File: src/rtl/spu_pkg.sv
// spu_pkg: shared types for the SPU event collector slice.
// Record struct macro, default record type, drop counter width.
`ifndef SPU_EVT_REC_T
`define SPU_EVT_REC_T(name, tsw, srcw, idw, infow) \
  typedef struct packed { \
    logic [(tsw)-1:0]   ts; \
    logic [(srcw)-1:0]  src; \
    logic [(idw)-1:0]   id; \
    logic [(infow)-1:0] info; \
  } name;
`endif

package spu_pkg;

  localparam int DROP_CNT_W = 16;

  function automatic int clog2_min1(input int n);
    return (n > 1) ? $clog2(n) : 1;
  endfunction

  localparam int DEF_NUM_EVENT  = 5;
  localparam int DEF_NUM_SOURCE = 1;
  localparam int DEF_INFO_W     = 1;
  localparam int DEF_TS_W       = 16;
  localparam int DEF_ID_W       = clog2_min1(DEF_NUM_EVENT);
  localparam int DEF_SRC_W      = clog2_min1(DEF_NUM_SOURCE);

  `SPU_EVT_REC_T(evt_rec_t, DEF_TS_W, DEF_SRC_W, DEF_ID_W, DEF_INFO_W)

endpackage

File: src/rtl/spu_event_collector_if.sv
// spu_event_collector_if: event beat valid/ready channel.
// master = snooping unit side, slave = collector side.
interface spu_event_collector_if #(
  parameter int ID_W   = 3,
  parameter int INFO_W = 1,
  parameter int SRC_W  = 1
);

  logic              e_valid;
  logic              e_ready;
  logic [ID_W-1:0]   e_id;
  logic [INFO_W-1:0] e_info;
  logic [SRC_W-1:0]  e_src;

  modport master (
    output e_valid,
    output e_id,
    output e_info,
    output e_src,
    input  e_ready
  );

  modport slave (
    input  e_valid,
    input  e_id,
    input  e_info,
    input  e_src,
    output e_ready
  );

endinterface

File: src/rtl/spu_evt_fifo.sv
// spu_evt_fifo: sync-reset record FIFO, head shown combinationally.
// push_i/pop_i/data_i in; data_o, full_o, empty_o, usage_o out.
module spu_evt_fifo
  import spu_pkg::*;
#(
  parameter int  DEPTH = 8,
  parameter type rec_t = evt_rec_t
) (
  input  logic                   clk_i,
  input  logic                   rst_i,
  input  logic                   push_i,
  input  logic                   pop_i,
  input  rec_t                   data_i,
  output rec_t                   data_o,
  output logic                   full_o,
  output logic                   empty_o,
  output logic [$clog2(DEPTH):0] usage_o
);

  localparam int AW = $clog2(DEPTH);
  localparam logic [AW-1:0] PTR_ONE = 1;
  localparam logic [AW:0]   CNT_ONE = 1;

  rec_t          mem [DEPTH];
  logic [AW-1:0] wr_ptr;
  logic [AW-1:0] rd_ptr;
  logic [AW:0]   cnt;
  logic          do_push;
  logic          do_pop;

  // DEPTH is a power of two, so the MSB of the level means full
  assign full_o  = cnt[AW];
  assign empty_o = (cnt == '0);
  assign usage_o = cnt;
  assign data_o  = empty_o ? '0 : mem[rd_ptr];

  assign do_push = push_i & ~full_o;
  assign do_pop  = pop_i & ~empty_o;

  always_ff @(posedge clk_i) begin
    if (rst_i) begin
      wr_ptr <= '0;
      rd_ptr <= '0;
      cnt    <= '0;
    end else begin
      if (do_push) wr_ptr <= wr_ptr + PTR_ONE;
      if (do_pop)  rd_ptr <= rd_ptr + PTR_ONE;
      unique case ({do_push, do_pop})
        2'b10:   cnt <= cnt + CNT_ONE;
        2'b01:   cnt <= cnt - CNT_ONE;
        default: cnt <= cnt;
      endcase
    end
  end

  always_ff @(posedge clk_i) begin
    if (do_push) mem[wr_ptr] <= data_i;
  end

endmodule

File: src/rtl/spu_event_collector.sv
// spu_event_collector: per-id saturating counters, sticky irqs,
// time-stamped record FIFO, counter read port, drop counter.
module spu_event_collector
  import spu_pkg::*;
#(
  parameter int NUM_EVENT       = 5,
  parameter int EVENT_INFO_BITS = 1,
  parameter int NUM_SOURCE      = 1,
  parameter int CNT_WIDTH       = 32,
  parameter int TS_WIDTH        = 16,
  parameter int FIFO_DEPTH      = 8,
  localparam int ID_W  = clog2_min1(NUM_EVENT),
  localparam int SRC_W = clog2_min1(NUM_SOURCE),
  localparam int REC_W = TS_WIDTH + SRC_W + ID_W + EVENT_INFO_BITS
) (
  input  logic                  clk_i,
  input  logic                  rst_i,
  input  logic                  enable_i,
  spu_event_collector_if.slave  e_if,
  input  logic [CNT_WIDTH-1:0]  thr_i,
  input  logic [NUM_EVENT-1:0]  clr_i,
  input  logic [NUM_EVENT-1:0]  irq_clr_i,
  output logic [NUM_EVENT-1:0]  irq_o,
  input  logic                  rd_en_i,
  input  logic [ID_W-1:0]       rd_addr_i,
  output logic [CNT_WIDTH-1:0]  rd_data_o,
  output logic                  rd_valid_o,
  output logic                  rec_valid_o,
  input  logic                  rec_ready_i,
  output logic [REC_W-1:0]      rec_o,
  output logic [DROP_CNT_W-1:0] drop_cnt_o
);

  `SPU_EVT_REC_T(rec_t, TS_WIDTH, SRC_W, ID_W, EVENT_INFO_BITS)

  localparam logic [CNT_WIDTH-1:0]  CNT_MAX = '1;
  localparam logic [CNT_WIDTH-1:0]  CNT_ONE = 1;
  localparam logic [TS_WIDTH-1:0]   TS_ONE  = 1;
  localparam logic [DROP_CNT_W-1:0] DROP_ONE = 1;

  logic [TS_WIDTH-1:0]       ts_q;
  logic                      ready;
  logic                      acc;
  logic                      id_ok;
  logic                      src_ok;
  logic                      good;
  logic                      bad;
  logic                      fifo_full;
  logic                      fifo_empty;
  logic                      pop;
  logic [$clog2(FIFO_DEPTH):0] fifo_usage;
  logic                      unused_usage;
  rec_t                      wr_rec;
  rec_t                      head_rec;
  logic [CNT_WIDTH-1:0]      cnt_all [NUM_EVENT];

  // ready is gated by reset so nothing is taken while state clears
  assign ready      = enable_i & ~fifo_full & ~rst_i;
  assign e_if.e_ready = ready;
  assign acc        = e_if.e_valid & ready;
  assign id_ok      = (32'(e_if.e_id) < NUM_EVENT);
  assign src_ok     = (32'(e_if.e_src) < NUM_SOURCE);
  assign good       = acc & id_ok & src_ok;
  assign bad        = acc & ~(id_ok & src_ok);

  always_ff @(posedge clk_i) begin
    if (rst_i) ts_q <= '0;
    else       ts_q <= ts_q + TS_ONE;
  end

  always_ff @(posedge clk_i) begin
    if (rst_i) begin
      drop_cnt_o <= '0;
    end else if (bad && drop_cnt_o != '1) begin
      drop_cnt_o <= drop_cnt_o + DROP_ONE;
    end
  end

  always_comb begin
    wr_rec      = '0;
    wr_rec.ts   = ts_q;
    wr_rec.src  = e_if.e_src;
    wr_rec.id   = e_if.e_id;
    wr_rec.info = e_if.e_info;
  end

  assign pop = ~fifo_empty & rec_ready_i;

  spu_evt_fifo #(
    .DEPTH (FIFO_DEPTH),
    .rec_t (rec_t)
  ) u_fifo (
    .clk_i   (clk_i),
    .rst_i   (rst_i),
    .push_i  (good),
    .pop_i   (pop),
    .data_i  (wr_rec),
    .data_o  (head_rec),
    .full_o  (fifo_full),
    .empty_o (fifo_empty),
    .usage_o (fifo_usage)
  );

  assign unused_usage = ^fifo_usage;
  assign rec_valid_o  = ~fifo_empty;
  assign rec_o        = head_rec;

  for (genvar k = 0; k < NUM_EVENT; k++) begin : g_evt
    logic [CNT_WIDTH-1:0] cnt_q;
    logic                 irq_q;
    logic                 inc;
    logic                 fire;

    assign inc = good & (32'(e_if.e_id) == k);

    // crossing thr by one step means the old count is thr-1;
    // a saturated count never equals thr-1 for any legal thr
    assign fire = inc & ~clr_i[k] & (thr_i != '0)
                & (cnt_q == thr_i - CNT_ONE);

    always_ff @(posedge clk_i) begin
      if (rst_i) begin
        cnt_q <= '0;
      end else if (clr_i[k]) begin
        cnt_q <= '0;
      end else if (inc && cnt_q != CNT_MAX) begin
        cnt_q <= cnt_q + CNT_ONE;
      end
    end

    always_ff @(posedge clk_i) begin
      if (rst_i) begin
        irq_q <= 1'b0;
      end else if (fire) begin
        irq_q <= 1'b1;
      end else if (irq_clr_i[k]) begin
        irq_q <= 1'b0;
      end
    end

    assign cnt_all[k] = cnt_q;
    assign irq_o[k]   = irq_q;
  end

  always_ff @(posedge clk_i) begin
    if (rst_i) begin
      rd_data_o  <= '0;
      rd_valid_o <= 1'b0;
    end else begin
      rd_valid_o <= rd_en_i;
      if (rd_en_i) begin
        rd_data_o <= (32'(rd_addr_i) < NUM_EVENT)
                   ? cnt_all[rd_addr_i] : '0;
      end
    end
  end

endmodule

File: src/flat_wrapper.sv
// flat-port wrapper written by rule: the top's interface ports become plain ports
module spu_event_collector_flat import spu_pkg::*;
#(
  parameter int NUM_EVENT       = 5,
  parameter int EVENT_INFO_BITS = 1,
  parameter int NUM_SOURCE      = 1,
  parameter int CNT_WIDTH       = 32,
  parameter int TS_WIDTH        = 16,
  parameter int FIFO_DEPTH      = 8,
  localparam int ID_W  = clog2_min1(NUM_EVENT),
  localparam int SRC_W = clog2_min1(NUM_SOURCE),
  localparam int REC_W = TS_WIDTH + SRC_W + ID_W + EVENT_INFO_BITS
)
  (clk_i, rst_i, enable_i, thr_i, clr_i, irq_clr_i, irq_o, rd_en_i, rd_addr_i, rd_data_o, rd_valid_o, rec_valid_o, rec_ready_i, rec_o, drop_cnt_o, e_if_e_valid, e_if_e_id, e_if_e_info, e_if_e_src, e_if_e_ready);
  spu_event_collector_if #(.ID_W(3), .INFO_W(1), .SRC_W(1)) e_if_i ();
  input  logic clk_i;
  input  logic rst_i;
  input  logic enable_i;
  input  logic [CNT_WIDTH-1:0] thr_i;
  input  logic [NUM_EVENT-1:0] clr_i;
  input  logic [NUM_EVENT-1:0] irq_clr_i;
  output logic [NUM_EVENT-1:0] irq_o;
  input  logic rd_en_i;
  input  logic [ID_W-1:0] rd_addr_i;
  output logic [CNT_WIDTH-1:0] rd_data_o;
  output logic rd_valid_o;
  output logic rec_valid_o;
  input  logic rec_ready_i;
  output logic [REC_W-1:0] rec_o;
  output logic [DROP_CNT_W-1:0] drop_cnt_o;
  input wire logic [$bits(e_if_i.e_valid)-1:0] e_if_e_valid;
  input wire logic [$bits(e_if_i.e_id)-1:0] e_if_e_id;
  input wire logic [$bits(e_if_i.e_info)-1:0] e_if_e_info;
  input wire logic [$bits(e_if_i.e_src)-1:0] e_if_e_src;
  output wire logic [$bits(e_if_i.e_ready)-1:0] e_if_e_ready;
  assign e_if_i.e_valid = e_if_e_valid;
  assign e_if_i.e_id = e_if_e_id;
  assign e_if_i.e_info = e_if_e_info;
  assign e_if_i.e_src = e_if_e_src;
  assign e_if_e_ready = e_if_i.e_ready;
  spu_event_collector #(.NUM_EVENT(NUM_EVENT), .EVENT_INFO_BITS(EVENT_INFO_BITS), .NUM_SOURCE(NUM_SOURCE), .CNT_WIDTH(CNT_WIDTH), .TS_WIDTH(TS_WIDTH), .FIFO_DEPTH(FIFO_DEPTH)) u_core (.clk_i(clk_i), .rst_i(rst_i), .enable_i(enable_i), .e_if(e_if_i), .thr_i(thr_i), .clr_i(clr_i), .irq_clr_i(irq_clr_i), .irq_o(irq_o), .rd_en_i(rd_en_i), .rd_addr_i(rd_addr_i), .rd_data_o(rd_data_o), .rd_valid_o(rd_valid_o), .rec_valid_o(rec_valid_o), .rec_ready_i(rec_ready_i), .rec_o(rec_o), .drop_cnt_o(drop_cnt_o));
endmodule
File: config.mk
export PLATFORM = sky130hd
export DESIGN_NAME = spu_event_collector_flat
export DESIGN_NICKNAME = d
export VERILOG_FILES = /design/src/rtl/spu_pkg.sv /design/src/rtl/spu_event_collector_if.sv /design/src/rtl/spu_evt_fifo.sv /design/src/rtl/spu_event_collector.sv /design/src/flat_wrapper.sv
export SDC_FILE = /design/constraint.sdc
export NUM_CORES = 1
export LEC_CHECK = 0
export BUFFER_PORTS_ARGS = -buffer_cell sky130_fd_sc_hd__buf_4
export CORE_MARGIN = 10
export CORE_UTILIZATION = 45
export DETAILED_ROUTE_END_ITERATION = 7
export SLEW_MARGIN = 20
export SYNTH_ARGS = -nofsm -noshare
export SYNTH_HDL_FRONTEND = slang
export SYNTH_SLANG_ARGS = --single-unit
File: constraint.sdc
create_clock -name clk_i -period 4.1 [get_ports clk_i]
set_input_delay 0.41 -clock clk_i [delete_from_list [all_inputs] [get_ports clk_i]]
set_output_delay 0.41 -clock clk_i [all_outputs]
set_load 0.01 [all_outputs]
# Word-level counts from Yosys, hierarchy flattened
# Memory sizes are Yosys's and may differ from the RTL's. A register that Yosys moved wholly into a read port is not among the register bits.
# Index checks and enable logic that the tools add are counted.
# word_totals
ff_bits	240
ram_bits	168
input_bits	56
out_inout_bits	77
elab_cells	131
n_memories	1
# op_classes
add_sub_neg	12
order_cmp	4
eq_ne	17
mux	20
n_bitwise	40
n_reduce_logical	20
# memory_table
memory	depth	width	read_ports	rd_ports_with_merged_regs	write_ports	line	source
u_core.u_fifo.mem	8	21	1	1	1	spu_evt_fifo.sv:24	rec_t mem [DEPTH];
# ops
op	count
adder 32 x 1 -> 32 bit, second input constant	5
equality test 32 bit	5
inequality test 32 bit, second input constant	5
binary-select mux 32 bit (select 3 bit)	1
two-way mux 32 bit	3
adder 16 x 1 -> 16 bit, second input constant	2
nonzero test 32 bit	1
subtractor 32 x 1 -> 32 bit, second input constant	1
bitwise AND 1 bit	30
two-way mux 21 bit	1
inequality test 16 bit, second input constant	1
two-way mux 1 bit	12
nonzero test 2 bit	6
OR reduction 2 bit	5
NOT 1 bit	9
one-hot mux 4 bit (2 select lines)	1
adder 3 x 1 -> 3 bit, second input constant	2
equality test 3 x 2 -> 1 bit, second input constant	2
logical AND 1 bit	6
< comparator 3 bit, second input constant	2
two-way mux 3 bit	2
adder 4 x 1 -> 4 bit, second input constant	1
>= comparator 4 bit, second input constant	1
logical NOT 4 bit	1
8 further kinds	8

# Logic depth before layout (Yosys ltp)
# depth
ltp_word	11
mapped_depth	13
ltp_nobuf	10

# Cells and area by module
# From an unflattened synthesis, not the netlist that was laid out.
# unflattened
cells_unflattened	2174
hier_area_um2	21976.1
# modules_own_cells
module	instances	cells_each	area_each_um2	seq_area_each_um2
spu_event_collector	1	1834	14893.0	4604.4
spu_evt_fifo	1	340	7083.0	5305.1

# Worst setup path after synthesis
# No wires, ideal clock.
# synth_timing
kind	input to register
start	input port rst_i
end	memory u_core.u_fifo.mem[0][0] (netlist bit), enable pin
setup_time_ns	0.453
t_arrival_ns	3.360
required_time_ns	3.647
slack_ns	0.287
stages	4
path_buffers	1
path_cell_list	clkbuf_1 nor3b_1 nand3_1 nor4_1
# synth_between
elab_chain_cells	8
# synth_rtl
element	line	source
from (decl)	flat_wrapper.sv:17	input logic rst_i;
NOT 1 bit	spu_event_collector.sv:58	assign ready = enable_i & ~fifo_full & ~rst_i;
bitwise AND 1 bit	spu_event_collector.sv:58	
named net e_if_e_ready	flat_wrapper.sv:35	output wire logic [$bits(e_if_i.e_ready)-1:0] e_if_e_ready;
bitwise AND 1 bit	spu_event_collector.sv:60	assign acc = e_if.e_valid & ready;
bitwise AND 1 bit (2 in series)	spu_event_collector.sv:63	assign good = acc & id_ok & src_ok;
bitwise AND 1 bit	spu_evt_fifo.sv:37	assign do_push = push_i & ~full_o;
two-way mux 1 bit	spu_evt_fifo.sv:57	if (do_push) mem[wr_ptr] <= data_i;
two-way mux 1 bit (implied by the code)	spu_evt_fifo.sv:57	
to (decl)	spu_evt_fifo.sv:24	
# The timed path passes the listed nets, and every way through them passes these cells.

# Worst setup path after layout
# layout_timing
start	register u_core.g_evt[3].cnt_q[14]
end	register u_core.g_evt[3].cnt_q[9]
# layout_between
elab_chain_cells	2
# layout_rtl
element	line	source
from (decl)	spu_event_collector.sv:109	logic [CNT_WIDTH-1:0] cnt_q;
from (signal assigned)	spu_event_collector.sv:127	cnt_q <= cnt_q + CNT_ONE;
inequality test 32 bit	spu_event_collector.sv:126	end else if (inc && cnt_q != CNT_MAX) begin
logical AND 1 bit	spu_event_collector.sv:126	
# No other way between the ends.
# A chain may end at the register's enable or synchronous reset.

==> reports/results.ini <==
[worst_setup_path]
crit_top_cell = nand4_1
cpPeakStageDelay_ns = 0.75
endpoint_kind = flop
critPathRequiredTime_ns = 4.58
path_cells = nand4_1 > nor4_1 > nand4_1 > o31ai_1 > nor2_1 > buf_4 > nand4_1 > xor2_1 > nor2_1
critical_path.top_delay_family = simple AND/OR/NAND/NOR gates
cp_slowest_cell = nor4_1
crit_type = reg -> reg
cp-start-kind = flop
worst-path-buf-inv = 1
path_max_fanout = 10
arrival_ns = 3.85

[route]
first_pass_iters = 6
viasPerCell = 6.136
ant_nets = 0
highest_layer = met4
wl_per_cell_um = 26.21
routed_wl_um = 75390
num_vias = 17650
wl_met2_um = 34910
wl_met1_um = 31530
drc_errors = 0
wl_met3_um = 5732
first_iter_violations = 1820

[yosys]
syn_area_sq_mm = 0.02180
synth-seq-cells = 411
syn_inst = 2136
synth_cell_type_count = 87
synth_edf_count = 168
synthTopCellsByArea = edfxtp_1, dfxtp_1, mux4_2
synthFlopType = dfxtp_1
yosysWarnings = 0
syn_avg_cell_area_sq_um = 10.21
yosysTopAreaCellShare_pct = 23.14
syn_nets = 2206
ys_seq_area_share_pct = 45.45
async_reset_ff_share_pct = 0
synth_largest_area_cell = edfxtp_1

[sta]
fmax_ghz = 0.2963
hold_viol_final = 0
finalSetupTns_ns = 0
rsz0062_at_grt = false
tightest_slew_ns = 1.031
setup_viol = 0
worst_clock_skew_ns = 0.02972
finalCritPeriodShare_pct = 82.33
maxSlewViolCount = 0
maxSlewHeadroom_pct = 29.49
min_period_ns = 3.375

[placed_design]
dp_hpwl_um = 57270
portBuffers = 132
gp_congestion = 1.025
dpl-instance-area_sq_mm = 0.02346

[floorplanning]
ios = 133
core_area_sq_mm = 0.04785
rows = 80
start_util_pct = 45.57
fp.dieW_um = 240.1
dieArea_sq_mm = 0.05765
die_y_um = 240.1

[clocking]
clockBufferDepth = 3
post_cts_resized = 0
cts_tree = done
cts_buffers = 45
htree_num_levels = 2
clockRootBuffer = clkbuf_16
post-cts-setup-buffers = 0
clkTransAtPathRegs_ns = 0.06
holdBufCountCts = 0
cts_sinks = 411
clk_latency_ns = 0.60

[power_and_ir_drop]
ir_worst_vdd_mv = 0.3348
p_leak_nw = 8.192
clkPwrFrac_pct = 45.9
power_frac_seq_pct = 46.6
power_w = 0.009206
p_comb_share_pct = 7.5
power_density_mw_per_mm2 = 368.0
power.internal_w = 0.007045
swShare_pct = 23.48
p_switching_w = 0.002161

[final_layout]
final_cell_area_sq_mm = 0.02501
fillCellCount = 4306
layout.nets = 2295
layout-drive-gt1-share_pct = 17.48
layout_common_cells = nor2_1, dfxtp_1, buf_4, edfxtp_1, xnor2_1
layout_commonest_cell = nor2_1
final_util_pct = 52.28
synthToLayoutAreaGrowth_pct = 14.73

[global_route]
grt_pass1_wl_um = 111800
grtUsageTotal_pct = 25.87
antenna_found_initial = 2
overflow = 0
grt_pass1_vias = 16760
grt_start_max_net_pins = 56

[status]
status = completed

[worst_hold_path]
hold_class = in -> reg

[run]
cap_violations = 0

## area by class of cell
class | count | area [sq um] | share of cell area, %
Clock buffer | 63 | 1274 | 5.092
Clock inverter | 19 | 275.3 | 1.100
Sequential cell | 411 | 9912 | 39.63
Antenna cell | 1 | 2.502 | 0.01000
Multi-Input combinational cell | 1538 | 11180 | 44.71
Timing Repair Buffer | 193 | 1461 | 5.842
Inverter | 36 | 135.1 | 0.5402
Tap cell | 615 | 769.5 | 3.076
## flip-flops by register name, indices dropped and copies added (netlist names), named ones only
register / count
u_core.u_fifo.wr_ptr: 3
u_core.drop_cnt_o: 16
u_core.u_fifo.mem: 168
u_core.g_evt.cnt_q: 160
u_core.rd_valid_o: 1
u_core.rd_data_o: 32
u_core.g_evt.irq_q: 5
u_core.u_fifo.rd_ptr: 3
u_core.ts_q: 16
u_core.u_fifo.usage_o: 4
## per-stage QoR
step | instances | setup WS (ns) | hold slack, ns
after CTS | 2875 | 0.8413 | 0.03997
final | 2876 | 0.7247 | 0.06380
after global routing | 2875 | 0.4897 | 0.05658
after global placement | 2793 | 0.5281 | 0.4756
after detailed placement | 2793 | 0.5389 | 0.4778
after floorplan | 2136 | 0.2871 | 0.4256
## cells by family (layout without fill, tap and decap cells)
family | after synthesis | in the layout | share of synthesized area [%]
xor+xnor | 309 | 309 | 13.02
compound gates | 218 | 218 | 6.881
other cells | 0 | 1 | 0
simple gates | 890 | 890 | 21.16
fa+ha+maj | 15 | 15 | 0.8838
buf+inv | 187 | 311 | 3.489
flops | 411 | 411 | 45.45
mux | 106 | 106 | 9.119
## worst paths after layout
check | startpoint | cells past startpoint | endpoint | slack [ns]
setup reg to reg | u_core.g_evt[3].cnt_q[14] | 9 | u_core.g_evt[3].cnt_q[9] | 0.72
setup / recovery | u_core.g_evt[3].cnt_q[14] | 9 | u_core.g_evt[3].cnt_q[9] | 0.72
hold reg to reg | u_core.rd_data_o[4] | 2 | u_core.rd_data_o[4] | 0.48
hold / removal | e_if_e_info | 1 | u_core.u_fifo.mem[2][0] | 0.06
## synth_stat cells, types with 46 or more instances
cell	instances
a21oi_1	48
clkbuf_1	113
dfxtp_1	243
edfxtp_1	168
mux4_2	74
nand2_1	115
nand3_1	96
nand4_1	71
nor2_1	310
nor3_1	79
o21ai_0	46
xnor2_1	165
xor2_1	134
## worst reg2reg max path: cells and delay by family, from the launching register on
kind | cells | cell delay, ns
AO/OA/AOI/OAI | 1 | 0.54
XOR/XNOR | 1 | 0.16
buffers and inverters | 1 | 0.24
flip-flops | 1 | 0.54
AND/OR/NAND/NOR | 6 | 1.78
## power by group through the flow
stage	Clock [W]	Sequential (W)	Combinational (W)
after floorplan	0	0.00437	0.000414
after global placement	0	0.00438	0.000686
after detailed placement	0	0.00438	0.000686
after CTS	0.00429	0.00429	0.000689
after global routing	0.00446	0.00429	0.000739
final	0.00423	0.00429	0.000687
## per-layer routing
| metal | GRT usage, % | vias to the layer above |
|---|---|---|
| li1 | - | 7949 |
| met2 | 41.16 | 756 |
| met3 | 4.213 | 152 |
| met4 | 10.68 | 0 |
| met1 | 34.49 | 8791 |
| met5 | 0 | - |
(Power assumes the default switching activity.)
